$ cat config.mk
export PLATFORM = sky130hd
export DESIGN_NAME = dmem_arbiter
export DESIGN_NICKNAME = d
export VERILOG_FILES = /design/src/rtl/dmem_arbiter_pkg.sv /design/src/rtl/dmem_dump_fsm.sv /design/src/rtl/dmem_arbiter.sv
export SDC_FILE = /design/constraint.sdc
export NUM_CORES = 1
export LEC_CHECK = 0
export BUFFER_PORTS_ARGS = -buffer_cell sky130_fd_sc_hd__buf_2
export CORE_MARGIN = 1.5
export CORE_UTILIZATION = 40
export CTS_BUF_LIST = sky130_fd_sc_hd__clkbuf_4
export DETAILED_ROUTE_END_ITERATION = 10
export PLACE_DENSITY_LB_ADDON = 0.1
export SLEW_MARGIN = 20
export SYNTH_ARGS = -nofsm -noshare
export SYNTH_HDL_FRONTEND = slang
export SYNTH_SLANG_ARGS = --single-unit
$ cat constraint.sdc
create_clock -name clk -period 5.1 [get_ports clk]
set_clock_uncertainty 0.15 [all_clocks]
set_input_delay 0.51 -clock clk [delete_from_list [all_inputs] [get_ports clk]]
set_output_delay 0.51 -clock clk [all_outputs]
set_load 0.005 [all_outputs]
$ cat src/rtl/dmem_arbiter_pkg.sv
// Shared types and constants for the data-memory arbiter.
// Dump FSM state encodings and the full-word byte-enable mask.
package dmem_arbiter_pkg;

  typedef enum logic [1:0] {
    DMEM_ARB_IDLE      = 2'd0,
    DMEM_ARB_DUMP_RD   = 2'd1,
    DMEM_ARB_DUMP_HOLD = 2'd2,
    DMEM_ARB_DONE      = 2'd3
  } dmem_arb_state_t;

  localparam logic [3:0] BE_WORD = 4'hF;

endpackage

$ cat src/rtl/dmem_dump_fsm.sv
// Debug burst-dump sequencer: state, word index, starvation
// counter and the registered dump word.
module dmem_dump_fsm
  import dmem_arbiter_pkg::*;
#(
  parameter int ADDR_W       = 8,
  parameter int DATA_W       = 32,
  parameter int CNT_W        = 9,
  parameter int STARVE_LIMIT = 4
) (
  input  logic              clk,
  input  logic              reset,
  input  logic              cpu_req,
  input  logic              dbg_start,
  input  logic [ADDR_W-1:0] dbg_base,
  input  logic [CNT_W-1:0]  dbg_count,
  input  logic              dbg_data_ready,
  input  logic [DATA_W-1:0] mem_rdata,
  output logic              dbg_grant,
  output logic              dbg_stall,
  output logic [ADDR_W-1:0] dbg_addr,
  output logic              dbg_busy,
  output logic [DATA_W-1:0] dbg_data,
  output logic              dbg_data_valid,
  output logic              dbg_done
);

  localparam int SW = $clog2(STARVE_LIMIT + 2);
  localparam logic [SW-1:0] LIMIT = SW'(STARVE_LIMIT);

  dmem_arb_state_t   state, state_nx;
  logic [ADDR_W-1:0] base_q, base_nx;
  logic [CNT_W-1:0]  count_q, count_nx;
  logic [CNT_W-1:0]  idx_q, idx_nx;
  logic [SW-1:0]     starve_q, starve_nx;
  logic [DATA_W-1:0] data_q;
  logic              capture;

  always_ff @(posedge clk or posedge reset) begin
    if (reset) begin
      state    <= DMEM_ARB_IDLE;
      base_q   <= '0;
      count_q  <= '0;
      idx_q    <= '0;
      starve_q <= '0;
      data_q   <= '0;
    end else begin
      state    <= state_nx;
      base_q   <= base_nx;
      count_q  <= count_nx;
      idx_q    <= idx_nx;
      starve_q <= starve_nx;
      if (capture)
        data_q <= mem_rdata;
    end
  end

  always_comb begin
    state_nx  = state;
    base_nx   = base_q;
    count_nx  = count_q;
    idx_nx    = idx_q;
    starve_nx = starve_q;
    dbg_grant = 1'b0;
    dbg_stall = 1'b0;
    capture   = 1'b0;
    unique case (state)
      DMEM_ARB_IDLE: begin
        if (dbg_start && (dbg_count != '0)) begin
          base_nx   = dbg_base;
          count_nx  = dbg_count;
          idx_nx    = '0;
          starve_nx = '0;
          state_nx  = DMEM_ARB_DUMP_RD;
        end
      end
      DMEM_ARB_DUMP_RD: begin
        if (!cpu_req || (starve_q == LIMIT)) begin
          // Forced slot: pipeline holds so the CPU access replays later.
          dbg_grant = 1'b1;
          dbg_stall = cpu_req;
          capture   = 1'b1;
          starve_nx = '0;
          state_nx  = DMEM_ARB_DUMP_HOLD;
        end else begin
          starve_nx = starve_q + 1'b1;
        end
      end
      DMEM_ARB_DUMP_HOLD: begin
        if (dbg_data_ready) begin
          idx_nx = idx_q + 1'b1;
          if (idx_nx == count_q)
            state_nx = DMEM_ARB_DONE;
          else
            state_nx = DMEM_ARB_DUMP_RD;
        end
      end
      DMEM_ARB_DONE: begin
        state_nx = DMEM_ARB_IDLE;
      end
      default: begin
        state_nx = DMEM_ARB_IDLE;
      end
    endcase
  end

  assign dbg_addr       = base_q + idx_q[ADDR_W-1:0];
  assign dbg_busy       = (state != DMEM_ARB_IDLE);
  assign dbg_data       = data_q;
  assign dbg_data_valid = (state == DMEM_ARB_DUMP_HOLD);
  assign dbg_done       = (state == DMEM_ARB_DONE);

endmodule

$ cat src/rtl/dmem_arbiter.sv
// Data-memory port arbiter between the MEM stage and the debug
// dump engine; CPU has priority with a bounded starvation guard.
module dmem_arbiter
  import dmem_arbiter_pkg::*;
#(
  parameter int ADDR_W       = 8,
  parameter int DATA_W       = 32,
  parameter int CNT_W        = 9,
  parameter int STARVE_LIMIT = 4
) (
  input  logic              clk,
  input  logic              reset,
  input  logic              cpu_req,
  input  logic              cpu_we,
  input  logic [3:0]        cpu_be,
  input  logic [31:0]       cpu_addr,
  input  logic [DATA_W-1:0] cpu_wdata,
  output logic [DATA_W-1:0] cpu_rdata,
  output logic              cpu_stall,
  input  logic              dbg_start,
  input  logic [ADDR_W-1:0] dbg_base,
  input  logic [CNT_W-1:0]  dbg_count,
  output logic              dbg_busy,
  output logic [DATA_W-1:0] dbg_data,
  output logic              dbg_data_valid,
  input  logic              dbg_data_ready,
  output logic              dbg_done,
  output logic              mem_we,
  output logic [3:0]        mem_be,
  output logic [ADDR_W-1:0] mem_addr,
  output logic [DATA_W-1:0] mem_wdata,
  input  logic [DATA_W-1:0] mem_rdata
);

  logic              dbg_grant;
  logic              dbg_stall;
  logic [ADDR_W-1:0] dbg_addr;
  logic [ADDR_W-1:0] cpu_word;
  logic              unused_addr;

  assign cpu_word    = cpu_addr[ADDR_W+1:2];
  assign unused_addr = ^{cpu_addr[31:ADDR_W+2], cpu_addr[1:0]};

  dmem_dump_fsm #(
    .ADDR_W       (ADDR_W),
    .DATA_W       (DATA_W),
    .CNT_W        (CNT_W),
    .STARVE_LIMIT (STARVE_LIMIT)
  ) u_fsm (
    .clk            (clk),
    .reset          (reset),
    .cpu_req        (cpu_req),
    .dbg_start      (dbg_start),
    .dbg_base       (dbg_base),
    .dbg_count      (dbg_count),
    .dbg_data_ready (dbg_data_ready),
    .mem_rdata      (mem_rdata),
    .dbg_grant      (dbg_grant),
    .dbg_stall      (dbg_stall),
    .dbg_addr       (dbg_addr),
    .dbg_busy       (dbg_busy),
    .dbg_data       (dbg_data),
    .dbg_data_valid (dbg_data_valid),
    .dbg_done       (dbg_done)
  );

  always_comb begin
    mem_we    = 1'b0;
    mem_be    = cpu_be;
    mem_addr  = cpu_word;
    mem_wdata = cpu_wdata;
    unique case (1'b1)
      dbg_grant: begin
        mem_be   = BE_WORD;
        mem_addr = dbg_addr;
      end
      default: begin
        mem_we = cpu_req & cpu_we;
      end
    endcase
  end

  assign cpu_rdata = mem_rdata;
  assign cpu_stall = dbg_stall;

endmodule
Yosys cells after proc, flatten, opt, wreduce, memory -nomap -nowiden
Cells that the tools add are included.
- register bits after elaboration: 63
- bits of input ports: 123
- word-level logic and storage cells: 48
- add/sub/neg operators: 3
- equality and inequality tests: 8
- muxes and demuxes: 18
- bitwise logic cells: 1
- reductions and logical operators: 12
- operators with widths (kind ; count):
    $mux W9 ; 2
    $pmux W9 S2 ; 1
    $add A9 B1 Y9 const B ; 1
    $eq A9 B9 Y1 ; 1
    $reduce_bool A9 Y1 ; 1
    $add A8 B8 Y8 ; 1
    $mux W2 ; 4
    $mux W8 ; 1
    $pmux W2 S4 ; 1
    $mux W3 ; 2
    $ne A2 B1 Y1 const B ; 3
    $pmux W3 S2 ; 1
    $reduce_and A3 Y1 ; 2
    $reduce_bool A2 Y1 ; 3
    $mux W1 ; 5
    $eq A2 B2 Y1 const B ; 2
    $mux W4 ; 1
    $reduce_and A2 Y1 ; 2
    $add A3 B1 Y3 const B ; 1
    $eq A3 B3 Y1 const B ; 1
    $eq A2 B1 Y1 const B ; 1
    $logic_not A2 Y1 ; 1
    $and A1 B1 Y1 ; 1
    $logic_and A1 B1 Y1 ; 1
    other kinds (2) ; 2

Logic depth before layout (Yosys ltp)
Gate-level depths: netlist (run 1).
- depth after elaboration: 5
- depth in mapped cells: 9

By module
From an unflattened synthesis (run 1), not the netlist that was laid out.
- cells, all modules: 344
- area, all modules: 3752.3 um^2
- by module, submodules not included (module ; instances ; cells an instance ; area an instance (um^2)):
    dmem_dump_fsm ; 1 ; 266 ; 3116.7
    dmem_arbiter ; 1 ; 78 ; 635.6

Worst setup path after synthesis (run 1)
Ideal clock, no wire load.
- path type: register to output
- start point: register u_fsm.idx_q[0]
- end point: output mem_addr[6]
- data arrival time: 1.701 ns
- data required time: 4.440 ns
- slack: 2.739 ns
- cell stages (with the launch flop): 10
- cell sequence: dfrtp_1 ha_1 inv_1 fa_1 nor2b_1 o21ai_0 a21oi_1 o21ai_0 mux2i_1 nand2_1
- word-level cells in the longest chain between the ends: 2
- ends and longest elaborated chain (item ; RTL line ; text):
    start, declared ; dmem_dump_fsm.sv:34 ; logic [CNT_W-1:0] idx_q, idx_nx;
    start signal, assigned ; dmem_dump_fsm.sv:51 ; idx_q <= idx_nx;
    $add A8 B8 Y8 ; dmem_dump_fsm.sv:107 ; assign dbg_addr = base_q + idx_q[ADDR_W-1:0];
    $mux W8 ; dmem_arbiter.sv:72 ; unique case (1'b1)
    end, declared ; dmem_arbiter.sv:30 ; output logic [ADDR_W-1:0] mem_addr,
Every way passes these cells.

Worst setup path after layout (run 1)
Same ends and word-level chain as after synthesis.

==> implementation parameters, run 1 <==
Parameter                              Value

Worst setup path
  Arrival time worst endpoint ... 2.55 ns
  Reg2reg end ... u_fsm.state[1]
  Kind of launch point of the worst setup path ... flip-flop
  Kind of end point of the critical path ... output port
  CP max stage delay ... 0.47 ns
  Type of the worst setup path ... flip-flop to output port
  CP Data Required Time ... 4.44 ns
  Cell count of the worst reg-to-reg path ... 7
  Cell breakdown of the critical path ... ha_1, inv_1, fa_1, nor2b_1, o21ai_0, a21oi_1, o21ai_0, mux2i_1, nand2_1, buf_2
  CP max FO ... 7
  Most repeated library cell on the critical path ... sky130_fd_sc_hd__o21ai_0
  Flop-to-flop setup slack ... 2.82 ns
  Critical path buffers and inverters ... 2
  Highest-delay cell along the critical path ... sky130_fd_sc_hd__dfrtp_1
  Launching point of the worst reg2reg path ... u_fsm.idx_q[0]
  Cell family with the largest share of critical-path delay ... adder cells

Logic synthesis
  Post-synthesis net count ... 552
  Most used flip-flop cell after synthesis ... sky130_fd_sc_hd__dfrtp_1
  Count of state elements after synthesis ... 63
  Number of distinct standard cells referenced by the synthesized netlist ... 44
  Proportion of synthesized flip-flops having asynchronous set or reset ... 100%
  Avg Cell Area, Syn ... about 9.1 um^2
  Number of synthesized flops with an enable pin ... 0
  Synth warnings ... 0
  Netlist area before placement ... 3800 um^2
  Share of the yosys chip area belonging to registers ... 41.4%
  Post-Synthesis Cells ... 418

Routing
  DRC violations left ... 0
  Detailed-routed wire length on met3 ... 545 um
  Top routing layer in use ... met4
  M1 wire length ... about 3600 um
  Via count ... 2942
  Initial DRT Pass Iterations ... 4
  Antenna-violating nets left ... 0
  Ratio of routed vias to standard cells ... 4.63
  Detailed Route Iter0 Violations ... 95
  Average wire per standard cell ... 13.3 um
  Overall routed net length ... 8470 um
  Met2 Routed Length ... 4260 um

Cells and area
  Layout-stage area growth over the synthesis result ... 12.9%
  Count of filler cells inserted in the layout ... 952
  Most common cell after layout, fill and taps aside ... sky130_fd_sc_hd__buf_2
  Number of nets in the layout ... 636
  Post-Route Utilization ... 46.5%
  Proportion of layout cells with a drive suffix above 1 ... 37.1%
  Final Cell Area ... 4300 um^2
  Area of the multi-input gates ... 1630 um^2
  N_diodes ... 0
  Commonest cells after routing, fill and taps aside ... 147 x sky130_fd_sc_hd__buf_2, 118 x sky130_fd_sc_hd__nand2_1, 63 x sky130_fd_sc_hd__dfrtp_1, 21 x sky130_fd_sc_hd__o21ai_0, 17 x sky130_fd_sc_hd__mux2_4
  Footprint of the flip-flops and latches ... 1580 um^2

Timing
  Part of the cycle the worst path needs ... 62.9%
  Time the final worst path needs with I/O delays and setup ... 3.21 ns
  Hold Vio Cnt, Final ... 0
  Slew Limit Fails ... 0
  Maximum achievable frequency ... 312 MHz
  Actual slew at the worst max-slew pin ... between 0.8 and 0.9 ns
  Setup violation total in the final timing report ... 0
  RSZ-0062 raised after global routing ... false
  Worst Slack Setup Final ... 1.89 ns
  Total Neg Setup Slack ... 0 ns
  Worst slew slack as a fraction of its limit ... 45.6%

GRT
  Antenna violations before repair ... 0
  Largest net degree at the start of global routing ... 64
  Remaining global-route overflow ... 0
  GRT Total Usage ... 17.7%
  Global-route wire length before repair ... 13900 um
  Vias in the first global route ... 2910

Place
  Worst setup timing slack at the placement stage ... 2.36 ns
  Placement-stage cell area ... around 4200 um^2
  Detailed placement HPWL ... a little over 6000 um
  Gpl congestion ... 0.776
  Buffers on Ports ... 147

Pwr
  Leakage dissipation ... 2.31 nW
  Overall power ... 0.00214 W
  Power per Cell Area ... 499 nW/um^2
  Worst supply voltage drop on vdd ... between 0.15 and 0.2 mV

Clock network
  H-Tree Level Count ... 3
  Number of gates resized after cts ... 0
  TritonCTS clock tree ... built
  Clk pin slew, worst setup/hold paths ... 0.11 ns
  Clock tree buffer depth ... 2
  Number of buffers added for setup after CTS ... 0
  Clock Sinks ... between 60 and 70
  Number of buffers created by CTS ... 9
  Master cell of the clock root buffer ... sky130_fd_sc_hd__clkbuf_4
  CTS Hold Bufs ... 0
  Later-pin clock latency in the skew report ... 0.40 ns

Floorplan
  Count of boundary I/O pins ... approximately 240
  Overall die height ... 101 um
  Site row count ... 35
  Total die area ... between 10000 and 15000 um^2
  Std-Cell Core Area ... 9240 um^2
  Horizontal die dimension ... 101 um
  Effective utilization at floorplan ... 41.2%

Min path
  Hold Startpoint ... mem_rdata[24]
  Hold-critical path endpoint ... u_fsm.dbg_data[24]
  Class of the tightest hold or removal check ... input pin to flip-flop
  Number of stages on the worst hold path ... 3

Run
  Max cap viols ... 0

Outcome
  Outcome ... complete, no violations
==> worst max path at each step <==
stage | cells after the start | startpoint | slack [ns] | endpoint
4_1_cts | 10 | u_fsm.idx_q[0] | 1.85 | mem_addr[6]
6_report | 10 | u_fsm.idx_q[0] | 1.89 | mem_addr[6]
3_5_place_dp | 10 | u_fsm.idx_q[0] | 2.36 | mem_addr[6]
3_3_place_gp | 10 | u_fsm.idx_q[0] | 2.39 | mem_addr[6]
5_1_grt | 10 | u_fsm.idx_q[0] | 1.68 | mem_addr[6]
2_1_floorplan | 9 | u_fsm.idx_q[0] | 2.74 | mem_addr[6]
==> power by group <==
group	switching [W]	total (W)	leakage, nW	internal (W)
clock	0.000186	0.000331	0.0691	0.000145
sequential	0.000148	0.000862	0.785	0.000714
combinational	0.000471	0.000949	1.46	0.000478
==> cells by family (layout without fill, tap and decap cells) <==
family          Yosys count  after routing  share of synthesized area (%)
simple gates            171            171                           19.6
buf+inv                  87            176                           15.9
flops                    63             63                           41.4
compound gates           49             49                           7.89
mux                      19             19                           7.23
xor+xnor                 18             18                           4.14
fa+ha+maj                11             11                           3.81
==> layout make-up <==
class	count	share of cell area, %
multi-input combinational	268	38.0
sequential	63	36.7
timing repair buffer	150	17.7
tap	129	3.76
clock buffer	9	1.57
clock inverter	7	1.49
inverter	10	0.874
==> state kept, by name, indices dropped and copies added (netlist names) <==
name / cells
u_fsm.idx_q: 9
u_fsm.starve_q: 3
u_fsm.base_q: 8
u_fsm.dbg_data: 32
u_fsm.count_q: 9
u_fsm.state: 2
==> routing by layer <==
metal	track usage, %	vias to the layer above
li1	-	1481
met1	21.3	1348
met2	30.6	104
met3	5.69	9
met4	4.55	0
met5	0	-
==> cells in the mapped netlist (2+ instances only) <==
master	n	share of area [%]
sky130_fd_sc_hd__nand2_1	119	12
sky130_fd_sc_hd__nand2b_1	7	1.2
sky130_fd_sc_hd__a31oi_1	2	0.33
sky130_fd_sc_hd__nand3_1	9	1.2
sky130_fd_sc_hd__clkbuf_1	10	0.99
sky130_fd_sc_hd__o31ai_1	3	0.59
sky130_fd_sc_hd__nor3_1	4	0.53
sky130_fd_sc_hd__o21ai_0	21	2.8
sky130_fd_sc_hd__nor3b_1	2	0.39
sky130_fd_sc_hd__buf_12	2	1.1
sky130_fd_sc_hd__mux2i_1	2	0.53
sky130_fd_sc_hd__nor2b_1	4	0.66
sky130_fd_sc_hd__inv_1	10	0.99
sky130_fd_sc_hd__dfrtp_1	63	41
sky130_fd_sc_hd__ha_1	10	3.3
sky130_fd_sc_hd__nor2_1	8	0.79
sky130_fd_sc_hd__a21oi_1	11	1.4
sky130_fd_sc_hd__xor2_1	4	0.92
sky130_fd_sc_hd__and3_1	4	0.66
sky130_fd_sc_hd__xnor2_1	14	3.2
sky130_fd_sc_hd__and2_1	5	0.82
sky130_fd_sc_hd__mux2_4	17	6.7
sky130_fd_sc_hd__o41ai_1	2	0.46
sky130_fd_sc_hd__buf_4	65	13
==> worst register-to-register path, cell delays in order, from the launching register on <==
cell and delay [ns]:
sky130_fd_sc_hd__dfrtp_1 0.47, sky130_fd_sc_hd__ha_1 0.28, sky130_fd_sc_hd__and2_1 0.25, sky130_fd_sc_hd__and3_1 0.18
sky130_fd_sc_hd__a32o_1 0.17, sky130_fd_sc_hd__o22ai_1 0.09, sky130_fd_sc_hd__nor4_1 0.44, sky130_fd_sc_hd__o32a_1 0.20
==> per-stage QoR <==
| step | std cells | hold WS, ns |
|---|---|---|
| floorplan | 418 | 0.320 |
| global placement | 620 | 0.303 |
| finish | 636 | 0.150 |
| detailed placement | 620 | 0.306 |
| CTS | 636 | 0.109 |
| global route | 636 | 0.126 |
Note: power is estimated with default switching activity, not from simulation.
==> inputs of run 2 (changes only) <==
==> constraint.sdc (replaced) <==
create_clock -name clk -period 2.7 [get_ports clk]
set_clock_uncertainty 0.15 [all_clocks]
set_input_delay 0.27 -clock clk [delete_from_list [all_inputs] [get_ports clk]]
set_output_delay 0.27 -clock clk [all_outputs]
set_load 0.005 [all_outputs]
==> run 2 against run 1 <==
  * Routed wire length up 11%
  * Setup slack lost 1.8 ns
  * Clock power increased by 130%
  * Via count increased by 9.4%
  * Largest cell class unchanged
  * Global-route usage increased by 1.4 points
  * Highest routed layer unchanged
  * Count of clock-buffer cells in the layout unchanged
  * Design area increased by 15%
  * Critical path depth fell by 2
==> implementation parameters, run 2 (synthesized netlist as in run 1, its figures left out) <==
Parameter                              Value

Timing
  Slew Limit Fails ... 0 (unchanged)
  Worst Slack Setup Final ... 0.123 ns (-1.77 ns)
  Part of the cycle the worst path needs ... between 90% and 100%
  Actual slew at the worst max-slew pin ... 0.819 ns (+0.00354 ns)
  Maximum achievable frequency ... 388 MHz
  Worst slew slack as a fraction of its limit ... 45.4% (-0.24 points)
  Hold Vio Cnt, Final ... 0 (unchanged)
  RSZ-0062 raised after global routing ... true
  Time the final worst path needs with I/O delays and setup ... between 2 and 3 ns
  Setup violation total in the final timing report ... 0 (unchanged)

Min path
  Class of the tightest hold or removal check ... input pin to flip-flop
  Number of stages on the worst hold path ... 3 (unchanged)

Pwr
  Share of total power consumed by net switching ... 36.7% (-0.87 points)
  Internal power contribution ... 0.00276 W (+110%)
  Share of total power in combinational logic ... 45.6% (+1.3 points)
  Leakage dissipation ... 2.59 nW (+12%)
  Power per Cell Area ... 882 nW/um^2 (+77%)
  Worst supply voltage drop on vdd ... 0.337 mV (+81%)
  Clock power share ... 17.2% (+1.7 points)
  Overall power ... 0.00436 W (+100%)
  Part of the total power dissipated in sequential elements ... 37.1% (-3.1 points)
  Switching power of the nets ... 0.00160 W (+99%)

Cells and area
  Footprint of the flip-flops and latches ... 1580 um^2 (about the same)
  Most common cell after layout, fill and taps aside ... sky130_fd_sc_hd__buf_2
  Count of filler cells inserted in the layout ... 893 (-6.2%)
  Number of nets in the layout ... 698 (+9.7%)
  Area of the multi-input gates ... 1650 um^2 (+1.3%)
  Commonest cells after routing, fill and taps aside ... 147 x sky130_fd_sc_hd__buf_2, 118 x sky130_fd_sc_hd__nand2_1, 62 x sky130_fd_sc_hd__dfrtp_1, 51 x sky130_fd_sc_hd__dlygate4sd3_1, 17 x sky130_fd_sc_hd__mux2_4
  Layout-stage area growth over the synthesis result ... 29.9%
  Proportion of layout cells with a drive suffix above 1 ... 36.2% (-0.88 points)
  Flip-flop count of the largest register after layout ... 32 (unchanged)
  N_diodes ... 0 (unchanged)

Routing
  Initial DRT Pass Iterations ... 4 (unchanged)
  Antenna-violating nets left ... 0 (unchanged)
  Via count ... 3218 (+9.4%)
  DRC violations left ... 0 (unchanged)
  Overall routed net length ... 9370 um (+11%)
  Average wire per standard cell ... 13.4 um (+0.77%)
  Ratio of routed vias to standard cells ... 4.61 (-0.33%)
  Detailed Route Iter0 Violations ... 130 (+37%)

Place
  Gpl congestion ... 0.765 (-1.5%)
  Detailed placement HPWL ... 6300 um (+2.2%)
  Worst setup timing slack at the placement stage ... 0.257 ns (-2.10 ns)
  Buffers on Ports ... 147 (unchanged)

Worst setup path
  CP Data Required Time ... 2.28 ns (-2.16 ns)
  Cell count of the worst reg-to-reg path ... 8 (+1)
  Arrival time worst endpoint ... 2.16 ns (-0.39 ns)
  Cell breakdown of the critical path ... ha_1, nor2b_2, o21ai_2, a21oi_2, o21ai_1, mux2i_1, nand2_1, buf_2
  CP max stage delay ... 0.44 ns (-0.03 ns)
  Kind of end point of the critical path ... output port
  CP max FO ... 4 (-3)
  Type of the worst setup path ... flip-flop to output port
  Crit path to ... mem_addr[6]
  Flop-to-flop setup slack ... 0.45 ns (-2.37 ns)
  Highest-delay cell along the critical path ... sky130_fd_sc_hd__dfrtp_2
  Kind of launch point of the worst setup path ... flip-flop
  Start point of the critical path ... u_fsm.idx_q[2]
  Reg2reg end ... u_fsm.state[1]
  Launching point of the worst reg2reg path ... u_fsm.idx_q[1]

Clock network
  H-Tree Level Count ... 3 (unchanged)
  Clock tree buffer depth ... 2 (unchanged)
  TritonCTS clock tree ... built
  Clock Sinks ... 63 (unchanged)
  Number of buffers created by CTS ... 9 (unchanged)
  Clk pin slew, worst setup/hold paths ... 0.12 ns (about the same)
  Master cell of the clock root buffer ... sky130_fd_sc_hd__clkbuf_4
  Later-pin clock latency in the skew report ... 0.42 ns (+0.02 ns)

Floorplan
  Std-Cell Core Area ... 9240 um^2 (unchanged)
  Effective utilization at floorplan ... 41.2% (unchanged)
  Horizontal die dimension ... 101 um (unchanged)
  Count of boundary I/O pins ... 236 (unchanged)
  Total die area ... 10100 um^2 (unchanged)
  Overall die height ... 101 um (unchanged)
  Site row count ... 35 (unchanged)

GRT
  Vias in the first global route ... 3205 (+10%)
  GRT Total Usage ... 19.1% (+1.4 points)
  Antenna violations before repair ... 0 (unchanged)
  Global-route wire length before repair ... 15200 um (+9.3%)
  Remaining global-route overflow ... 0 (unchanged)
  Largest net degree at the start of global routing ... 64 (unchanged)

Outcome
  Outcome ... complete, no violations

Run
  Max cap viols ... 0 (unchanged)
[run 2: changes by cell type in the layout (fill, tap and decap cells not counted), sizes merged]
cell / previous run / this run
buf: 150 / 161
dlygate4sd3: 0 / 51
bufinv: 1 / 2
inv: 10 / 11
clkinv: 4 / 1
clkinvlp: 2 / 3
[run 2: power by group through the flow]
stage          Clock (W)  Sequential, W  Combinational (W)
6_report        0.000752        0.00162            0.00199
5_1_grt         0.000824        0.00168            0.00225
4_1_cts         0.000780        0.00163            0.00196
3_5_place_dp           0        0.00164            0.00186
3_3_place_gp           0        0.00164            0.00182
2_1_floorplan          0        0.00162            0.00129
[run 2: stage by stage]
stage / hold slack, ns / instances / util [%] / setup TNS (ns) / instance area [um^2]
4_1_cts: 0.0917 / 694 / 53.0 / 0 / 4900
3_5_place_dp: 0.308 / 624 / 45.4 / 0 / 4190
5_1_grt: 0.107 / 698 / 53.5 / -0.121 / 4940
3_3_place_gp: 0.304 / 624 / 45.4 / 0 / 4190
6_report: 0.108 / 698 / 53.5 / 0 / 4940
2_1_floorplan: 0.225 / 418 / - / 0 / 3800
[run 2: worst max-delay path, delay by kind of cell, from the launching register on]
kind	cells	cell delay, ns
buffers and inverters	1	0.13
multiplexers	1	0.20
adder cells (fa/ha/maj)	1	0.35
AO/OA/AOI/OAI	3	0.39
AND/OR/NAND/NOR	2	0.24
flip-flops	1	0.44
[run 2: worst min-delay path by stage]
stage	start	endpoint
after detailed placement	u_fsm.dbg_data[28]	u_fsm.dbg_data[28]
after global routing	dbg_data_ready	u_fsm.state[1]
after floorplan	mem_rdata[0]	u_fsm.dbg_data[0]
final	dbg_data_ready	u_fsm.state[1]
after CTS	dbg_data_ready	u_fsm.state[1]
after global placement	u_fsm.dbg_data[25]	u_fsm.dbg_data[25]
[run 2: layout make-up]
type                    instances  share of cell area (%)
flip-flops and latches         63                    31.9
repair buffers                212                    27.3
multi-input cells             268                    33.4
inverters                      10                   0.759
clock inverters                 7                    1.95
well taps                     129                    3.27
clock buffers                   9                    1.37
[run 2: repair_timing]
| item | in CTS | in global routing |
|---|---|---|
| endpoints found under the hold margin | 113 | 0 |
| cloned | 0 | 0 |
| pin swaps | 1 | 8 |
| hold buffers | 51 | 0 |
| setup buffers | 3 | 4 |
| endpoints found under the setup margin | 3 | 10 |
| resized for setup | 5 | 8 |
[run 2: layer usage]
metal,track usage [%],wire [um]
met5,0,0
met4,6.39,174
met3,6.17,586
met2,31.6,4610
met1,23.6,4000
